### config.mk
export PLATFORM = sky130hd
export DESIGN_NAME = fetch_queue
export DESIGN_NICKNAME = d
export VERILOG_FILES = /design/src/rtl/fetch_queue_pkg.sv /design/src/rtl/fq_fifo.sv /design/src/rtl/fetch_queue.sv
export SDC_FILE = /design/constraint.sdc
export NUM_CORES = 1
export LEC_CHECK = 0
export CAP_MARGIN = 20
export CORE_UTILIZATION = 55
export CTS_BUF_LIST = sky130_fd_sc_hd__clkbuf_16
export DETAILED_ROUTE_END_ITERATION = 16
export DONT_BUFFER_PORTS = 1
export GPL_TIMING_DRIVEN = 1
export HOLD_SLACK_MARGIN = 0.03
export PLACE_DENSITY = 0.7
export SETUP_SLACK_MARGIN = 0.15
export SLEW_MARGIN = 20
export SYNTH_ARGS = -nofsm -noshare
export SYNTH_HDL_FRONTEND = slang
export SYNTH_SLANG_ARGS = --single-unit
### constraint.sdc
create_clock -name clk -period 4.5 [get_ports clk]
set_input_delay 0.9 -clock clk [delete_from_list [all_inputs] [get_ports clk]]
set_output_delay 0.9 -clock clk [all_outputs]
set_load 0.03 [all_outputs]
### src/rtl/fetch_queue_pkg.sv
// ---------------------------------------------------------------------------
// fetch_queue_pkg
// Shared constants and types for the instruction fetch queue.
//   RESET_PC   : PC fetched first after reset
//   FQ_DEPTH   : default number of buffered instruction entries
//   FQ_IADDR_W : default instruction-memory word-address width
//   INS_W      : instruction width
//   fq_entry_t : one queue entry (instruction word plus its word PC)
// ---------------------------------------------------------------------------
package fetch_queue_pkg;

    localparam logic [31:0] RESET_PC   = 32'h0000_0000;
    localparam int          FQ_DEPTH   = 4;
    localparam int          FQ_IADDR_W = 8;
    localparam int          INS_W      = 32;

    typedef struct packed {
        logic [INS_W-1:0] ins;
        logic [31:0]      pc;
    } fq_entry_t;

endpackage

### src/rtl/fq_fifo.sv
// ---------------------------------------------------------------------------
// fq_fifo
// Small FIFO holding fetched instructions with their PCs.
// Ports:
//   clk, rstd           : clock, asynchronous active-low reset
//   push, push_entry    : write one entry at the tail
//   pop                 : remove the head entry (ignored when empty)
//   flush               : drop all entries, pointers back to 0 (wins over push/pop)
//   count               : number of entries held (0..DEPTH)
//   head_entry          : head entry, combinational; reads 0 when empty
// ---------------------------------------------------------------------------
module fq_fifo
    import fetch_queue_pkg::*;
#(
    parameter int DEPTH = FQ_DEPTH
) (
    input  logic                     clk,
    input  logic                     rstd,
    input  logic                     push,
    input  fq_entry_t                push_entry,
    input  logic                     pop,
    input  logic                     flush,
    output logic [$clog2(DEPTH):0]   count,
    output fq_entry_t                head_entry
);

    localparam int PTR_W = $clog2(DEPTH);
    localparam int CNT_W = PTR_W + 1;

    fq_entry_t          mem [DEPTH];
    logic [PTR_W-1:0]   rd_ptr_reg, rd_ptr_next;
    logic [PTR_W-1:0]   wr_ptr_reg, wr_ptr_next;
    logic [CNT_W-1:0]   count_reg, count_next;
    logic               push_ok;
    logic               pop_ok;

    // The issuer never over-commits, so push never meets a full queue;
    // pop is still qualified so an empty pop cannot corrupt the pointers.
    assign push_ok = push && !flush;
    assign pop_ok  = pop && !flush && (count_reg != '0);

    // DEPTH is a power of two, so the pointers wrap by natural overflow.
    always_comb begin
        rd_ptr_next = rd_ptr_reg;
        wr_ptr_next = wr_ptr_reg;
        count_next  = count_reg;
        if (flush) begin
            rd_ptr_next = '0;
            wr_ptr_next = '0;
            count_next  = '0;
        end else begin
            if (push_ok) begin
                wr_ptr_next = wr_ptr_reg + PTR_W'(1);
            end
            if (pop_ok) begin
                rd_ptr_next = rd_ptr_reg + PTR_W'(1);
            end
            count_next = count_reg + CNT_W'(push_ok) - CNT_W'(pop_ok);
        end
    end

    always_ff @(posedge clk or negedge rstd) begin
        if (!rstd) begin
            rd_ptr_reg <= '0;
            wr_ptr_reg <= '0;
            count_reg  <= '0;
        end else begin
            rd_ptr_reg <= rd_ptr_next;
            wr_ptr_reg <= wr_ptr_next;
            count_reg  <= count_next;
        end
    end

    // Storage needs no reset: the head is masked whenever the queue is empty.
    always_ff @(posedge clk) begin
        if (push_ok) begin
            mem[wr_ptr_reg] <= push_entry;
        end
    end

    assign count      = count_reg;
    assign head_entry = (count_reg != '0) ? mem[rd_ptr_reg] : '0;

endmodule

### src/rtl/fetch_queue.sv
// ---------------------------------------------------------------------------
// fetch_queue
// Instruction prefetch queue between a one-cycle-latency instruction memory
// and the execute stage. Issues sequential reads while there is guaranteed
// room, buffers returned words in order and flushes/refetches on redirect.
// Ports:
//   clk, rstd              : clock, asynchronous active-low reset
//   imem_req, imem_addr    : memory read request and word address
//   imem_data              : read data, valid the cycle after imem_req
//   redirect, redirect_pc  : flush the queue and restart fetch at redirect_pc
//   ins, ins_pc, ins_valid : head instruction, its word PC, head present
//   ins_ready              : execute consumes the head when ins_valid=1
// ---------------------------------------------------------------------------
module fetch_queue
    import fetch_queue_pkg::*;
#(
    parameter int DEPTH   = FQ_DEPTH,
    parameter int IADDR_W = FQ_IADDR_W
) (
    input  logic               clk,
    input  logic               rstd,
    output logic               imem_req,
    output logic [IADDR_W-1:0] imem_addr,
    input  logic [INS_W-1:0]   imem_data,
    input  logic               redirect,
    input  logic [31:0]        redirect_pc,
    output logic [INS_W-1:0]   ins,
    output logic [31:0]        ins_pc,
    output logic               ins_valid,
    input  logic               ins_ready
);

    localparam int CNT_W = $clog2(DEPTH) + 1;

    logic [31:0]      fetch_pc_reg;
    logic             pending_reg;
    logic [31:0]      pend_pc_reg;
    logic [CNT_W-1:0] count;
    logic [CNT_W:0]   occupancy;
    logic             push;
    logic             pop;
    fq_entry_t        push_entry;
    fq_entry_t        head_entry;

    // Entries already held plus the one in flight. Pop credit is deliberately
    // ignored so a returning word always has a free slot.
    assign occupancy = (CNT_W+1)'(count) + (CNT_W+1)'(pending_reg);

    // rstd gates the request so nothing is issued while reset is held.
    assign imem_req  = rstd && !redirect && (occupancy < (CNT_W+1)'(DEPTH));
    assign imem_addr = fetch_pc_reg[IADDR_W-1:0];

    // A response arriving in a redirect cycle belongs to the old stream.
    assign push       = pending_reg && !redirect;
    assign push_entry = '{ins: imem_data, pc: pend_pc_reg};
    assign pop        = ins_valid && ins_ready && !redirect;

    always_ff @(posedge clk or negedge rstd) begin
        if (!rstd) begin
            fetch_pc_reg <= RESET_PC;
            pending_reg  <= 1'b0;
            pend_pc_reg  <= RESET_PC;
        end else begin
            // imem_req is already 0 on redirect, so pending clears as well.
            pending_reg <= imem_req;
            if (redirect) begin
                fetch_pc_reg <= redirect_pc;
            end else if (imem_req) begin
                fetch_pc_reg <= fetch_pc_reg + 32'd1;
                pend_pc_reg  <= fetch_pc_reg;
            end
        end
    end

    fq_fifo #(
        .DEPTH (DEPTH)
    ) u_fifo (
        .clk        (clk),
        .rstd       (rstd),
        .push       (push),
        .push_entry (push_entry),
        .pop        (pop),
        .flush      (redirect),
        .count      (count),
        .head_entry (head_entry)
    );

    assign ins_valid = (count != '0);
    assign ins       = head_entry.ins;
    assign ins_pc    = head_entry.pc;

endmodule

==> Flow_metrics.wiki <==
{| class="wikitable"
! Metric !! Value
|-
| Clock tree from TritonCTS || yes
|-
| Max-slew violation total from the final report || 0
|-
| Antenna diode instance count || 0
|-
| Static Leakage || about 4.9 nW
|-
| Die H || 159 um
|-
| Final routed wire length divided by cell count || about 24 um
|-
| Ports || 142
|-
| Synth Flop Type || sky130_fd_sc_hd__edfxtp_1
|-
| Min-delay worst type || in2async
|-
| PnR worst setup slack || approximately 1000 ps
|-
| Sum of negative setup slack || 0 ps
|-
| Final RePlAce weighted congestion || 0.865
|-
| Critical Path Max Stage Delay || 840 ps
|-
| Count of flip-flops with a built-in enable after synthesis || 256
|-
| Largest fanout on the critical path || 37
|-
| Tot GR Track Use || 22.1%
|-
| Drt initial violations || 566
|-
| Area of all placed cells without fillers || 15000 um2
|-
| Internal Power || 6.02 mW
|-
| Sw Pwr || approximately 2.8 mW
|-
| Layout cells sized above 1 || 20.9%
|-
| Count of vias placed by the detailed router || between 7000 and 8000
|-
| Count of input and output buffers || 0
|-
| Largest net degree at the start of global routing || 78
|-
| Synth-to-layout area growth || 10.0%
|-
| Total number of nets in the final design || 869
|-
| Wire length of the first global-routing pass || 43100 um
|-
| Max-cap violations || 0
|-
| Post-Synthesis Mean Instance Area || approximately 17 um2
|-
| Worst Path Arrival || 2590 ps
|-
| Clock transition at the registers of the reported paths || around 60 ps
|-
| Category of the most critical setup path || reg2out
|-
| Required time reported for the critical path endpoint || 3600 ps
|-
| CORE AREA || 24300 um2
|-
| Final Hold Vio Count || 0
|-
| Final worst path period need || roughly 3500 ps
|-
| Buffers and inverters on the worst path || 1
|-
| Post-detail-place hpwl || 16400 um
|-
| # resized after CTS || 0
|-
| Endpoint type of the worst setup path || output pin
|-
| Residual overflow from global routing || 0
|-
| Horizontal extent of the die || 159 um
|-
| Synth warnings || 0
|-
| Hold buffer count at CTS || 0
|-
| Starting Density || 56.0%
|-
| Die Outline Area || approximately 25000 um2
|-
| Switching share of power || 31.7%
|-
| Sinks on the clock net || 328
|-
| Placement-stage worst setup slack || 1470 ps
|-
| Max Root-Sink Buffers || 3
|-
| DRT antenna net count || 0
|-
| Vias in the first global route || 7353
|-
| Max reg flops || around 260
|-
| Number of remaining DRC errors || 0
|-
| First-pass iteration count of the detailed router || 5
|-
| Number of buffers inserted during clock tree synthesis || 35
|-
| Instance count of the mapped netlist || 799
|-
| Proportion of power drawn by combinational gates || 23.3%
|-
| Sequential element share of the synthesized area || roughly 70%
|-
| Max Clock Skew || 24.5 ps
|-
| Synth Cell Area || ~14000 um2
|-
| Post-CTS setup-driven buffer insertion count || 0
|-
| Async set-reset flop share out of synthesis || 22.0%
|-
| Clk pwr share || 31.4%
|-
| Worst path top cell family by delay || flip-flops
|-
| Total routed wirelength || between 20000 and 30000 um
|-
| Latest clock arrival within the worst-skew pair || around 500 ps
|-
| Outcome || completed
|-
| Overall power consumption || 8.81 mW
|-
| Post-synthesis net count || 876
|-
| Actual slew at the worst max-slew pin || 995 ps
|-
| Number of antenna violations at the first check in global routing || 0
|-
| Unrepaired setup endpoints after global routing || false
|-
| H-tree lvl count || 2
|-
| Post-synthesis cell type count || 58
|-
| Power density normalized to cell area || roughly 600 nW/um2
|-
| DR vias/cell || 6.29
|-
| Finish-stage setup viols || 0
|-
| Placement row count || 57
|-
| Peak supply drop || 303 uV
|-
| Share of total power in sequential cells || 45.3%
|-
| Worst path cell trace || buf_12, mux4_2, and2_1
|-
| Seq cells post-synth || 328
|-
| CP max-delay cell || sky130_fd_sc_hd__dfrtp_4
|-
| Total placed instance area || 13900 um2
|-
| Cell chosen for the clock root || sky130_fd_sc_hd__clkbuf_16
|-
| Startpoint type of the worst setup path || flop
|-
| Max-Slew Margin vs Limit || between 30 and 40%
|-
| Top achievable clock speed || 287 MHz
|-
| Fin crit share || 77.5%
|}
==> power groups by stage <==
stage	Clock [mW]	Sequential (mW)	Combinational [mW]
after floorplan	0	3.85	1.91
after global placement	0	4.02	2.04
after detailed placement	0	4.06	2.08
after CTS	2.82	3.99	2.09
after global routing	2.94	4.04	2.19
final	2.77	3.99	2.05
==> worst paths after layout <==
check / startpoint / to / slack, ps / depth (start not counted)
worst max-delay path: u_fifo.rd_ptr_reg[0] / ins_pc[19] / 1010 / 3
worst min register to register: pend_pc_reg[1] / u_fifo.mem[2][1] / 500 / 0
worst min-delay path: rstd / pend_pc_reg[29] / 80 / 0
max in group asynchronous: rstd / pend_pc_reg[0] / 4270 / 0
worst max register to register: u_fifo.count[2] / u_fifo.count[2] / 1620 / 10
min in group clk: redirect / u_fifo.rd_ptr_reg[0] / 470 / 1
==> Yosys cell counts (6+ instances only) <==
cell                         n  area [um2]
sky130_fd_sc_hd__and2_1     69         432
sky130_fd_sc_hd__buf_2      12        60.1
sky130_fd_sc_hd__a31oi_1    16         100
sky130_fd_sc_hd__nand2_1    19        71.3
sky130_fd_sc_hd__dfrtp_1    72        1800
sky130_fd_sc_hd__mux2_2     33         372
sky130_fd_sc_hd__or4_1      12        90.1
sky130_fd_sc_hd__nand3_1    27         135
sky130_fd_sc_hd__clkbuf_1   22        82.6
sky130_fd_sc_hd__nor3_1      6        30.0
sky130_fd_sc_hd__ha_1        8         100
sky130_fd_sc_hd__and3_1      7        43.8
sky130_fd_sc_hd__o31ai_1    10        75.1
sky130_fd_sc_hd__nor4_1      7        43.8
sky130_fd_sc_hd__nand4_1    15        93.8
sky130_fd_sc_hd__buf_1       6        22.5
sky130_fd_sc_hd__edfxtp_1  256        7690
sky130_fd_sc_hd__inv_1       9        33.8
sky130_fd_sc_hd__o21ai_0    13        65.1
sky130_fd_sc_hd__buf_4       8        60.1
sky130_fd_sc_hd__nor2_1     32         120
sky130_fd_sc_hd__nor2b_1    14        87.6
sky130_fd_sc_hd__mux4_2     64        1440
==> kinds of logic (layout without fill, tap and decap cells) <==
group / after synthesis / in the layout / share of synthesized area, %
and+or+nand+nor: 228 / 228 / 9.85
DFF: 328 / 328 / 69.7
AOI/OAI and AO/OA: 67 / 67 / 3.45
buffers and inverters: 61 / 80 / 2.21
adders and majority gates: 9 / 9 / 0.882
muxes: 101 / 101 / 13.6
xor gates and xnor gates: 5 / 5 / 0.322
==> worst register-to-register path, cell delays in order (launching register included) <==
cell	delay, ps
sky130_fd_sc_hd__dfrtp_1	440
sky130_fd_sc_hd__or3_2	890
sky130_fd_sc_hd__nand2_1	290
sky130_fd_sc_hd__nor2_1	80
sky130_fd_sc_hd__ha_1	270
sky130_fd_sc_hd__inv_1	60
sky130_fd_sc_hd__ha_1	140
sky130_fd_sc_hd__inv_1	50
sky130_fd_sc_hd__fa_1	370
sky130_fd_sc_hd__xnor2_1	140
sky130_fd_sc_hd__nor2_1	60
==> through the flow <==
step | cells | hold WS (ps) | util, %
floorplan | 799 | 471 | -
global placement | 1078 | 480 | 57.0
detailed placement | 1079 | 501 | 57.0
CTS | 1142 | 66.7 | 61.6
global route | 1142 | 62.1 | 61.6
finish | 1142 | 83.3 | 61.6
==> layout by cell type, fill, tap and decap left out, drive strengths merged, types with 6 or more instances in the layout <==
master	n
buf	7
clkbuf	37
clkinv	9
nand2	19
mux2	33
o21ai	13
and3	7
o31ai	10
a31oi	16
edfxtp	256
mux4	64
nor3	6
nor2	32
nand4	18
or4	13
nand3	27
and2	69
dfrtp	72
nor2b	14
inv	21
nor4	7
ha	8
==> layer usage <==
metal / up-vias / part of all wire [%] / GRT usage, %
li1: 3143 / - / -
met1: 3714 / 43 / 31.0
met2: 286 / 49 / 35.6
met3: 42 / 6.7 / 4.69
met4: 0 / 1.8 / 5.73
met5: - / 0 / 0
==> final cells by class <==
cell class                      count  area, um2
Clock buffer                       37        926
Clock inverter                     26        194
Fill cell                        1750       9340
Inverter                           10       37.5
Multi-Input combinational cell    410       3840
Sequential cell                   328       9490
Tap cell                          324        405
Timing Repair Buffer                7       81.3
Note: power is estimated with default switching activity, not from simulation.
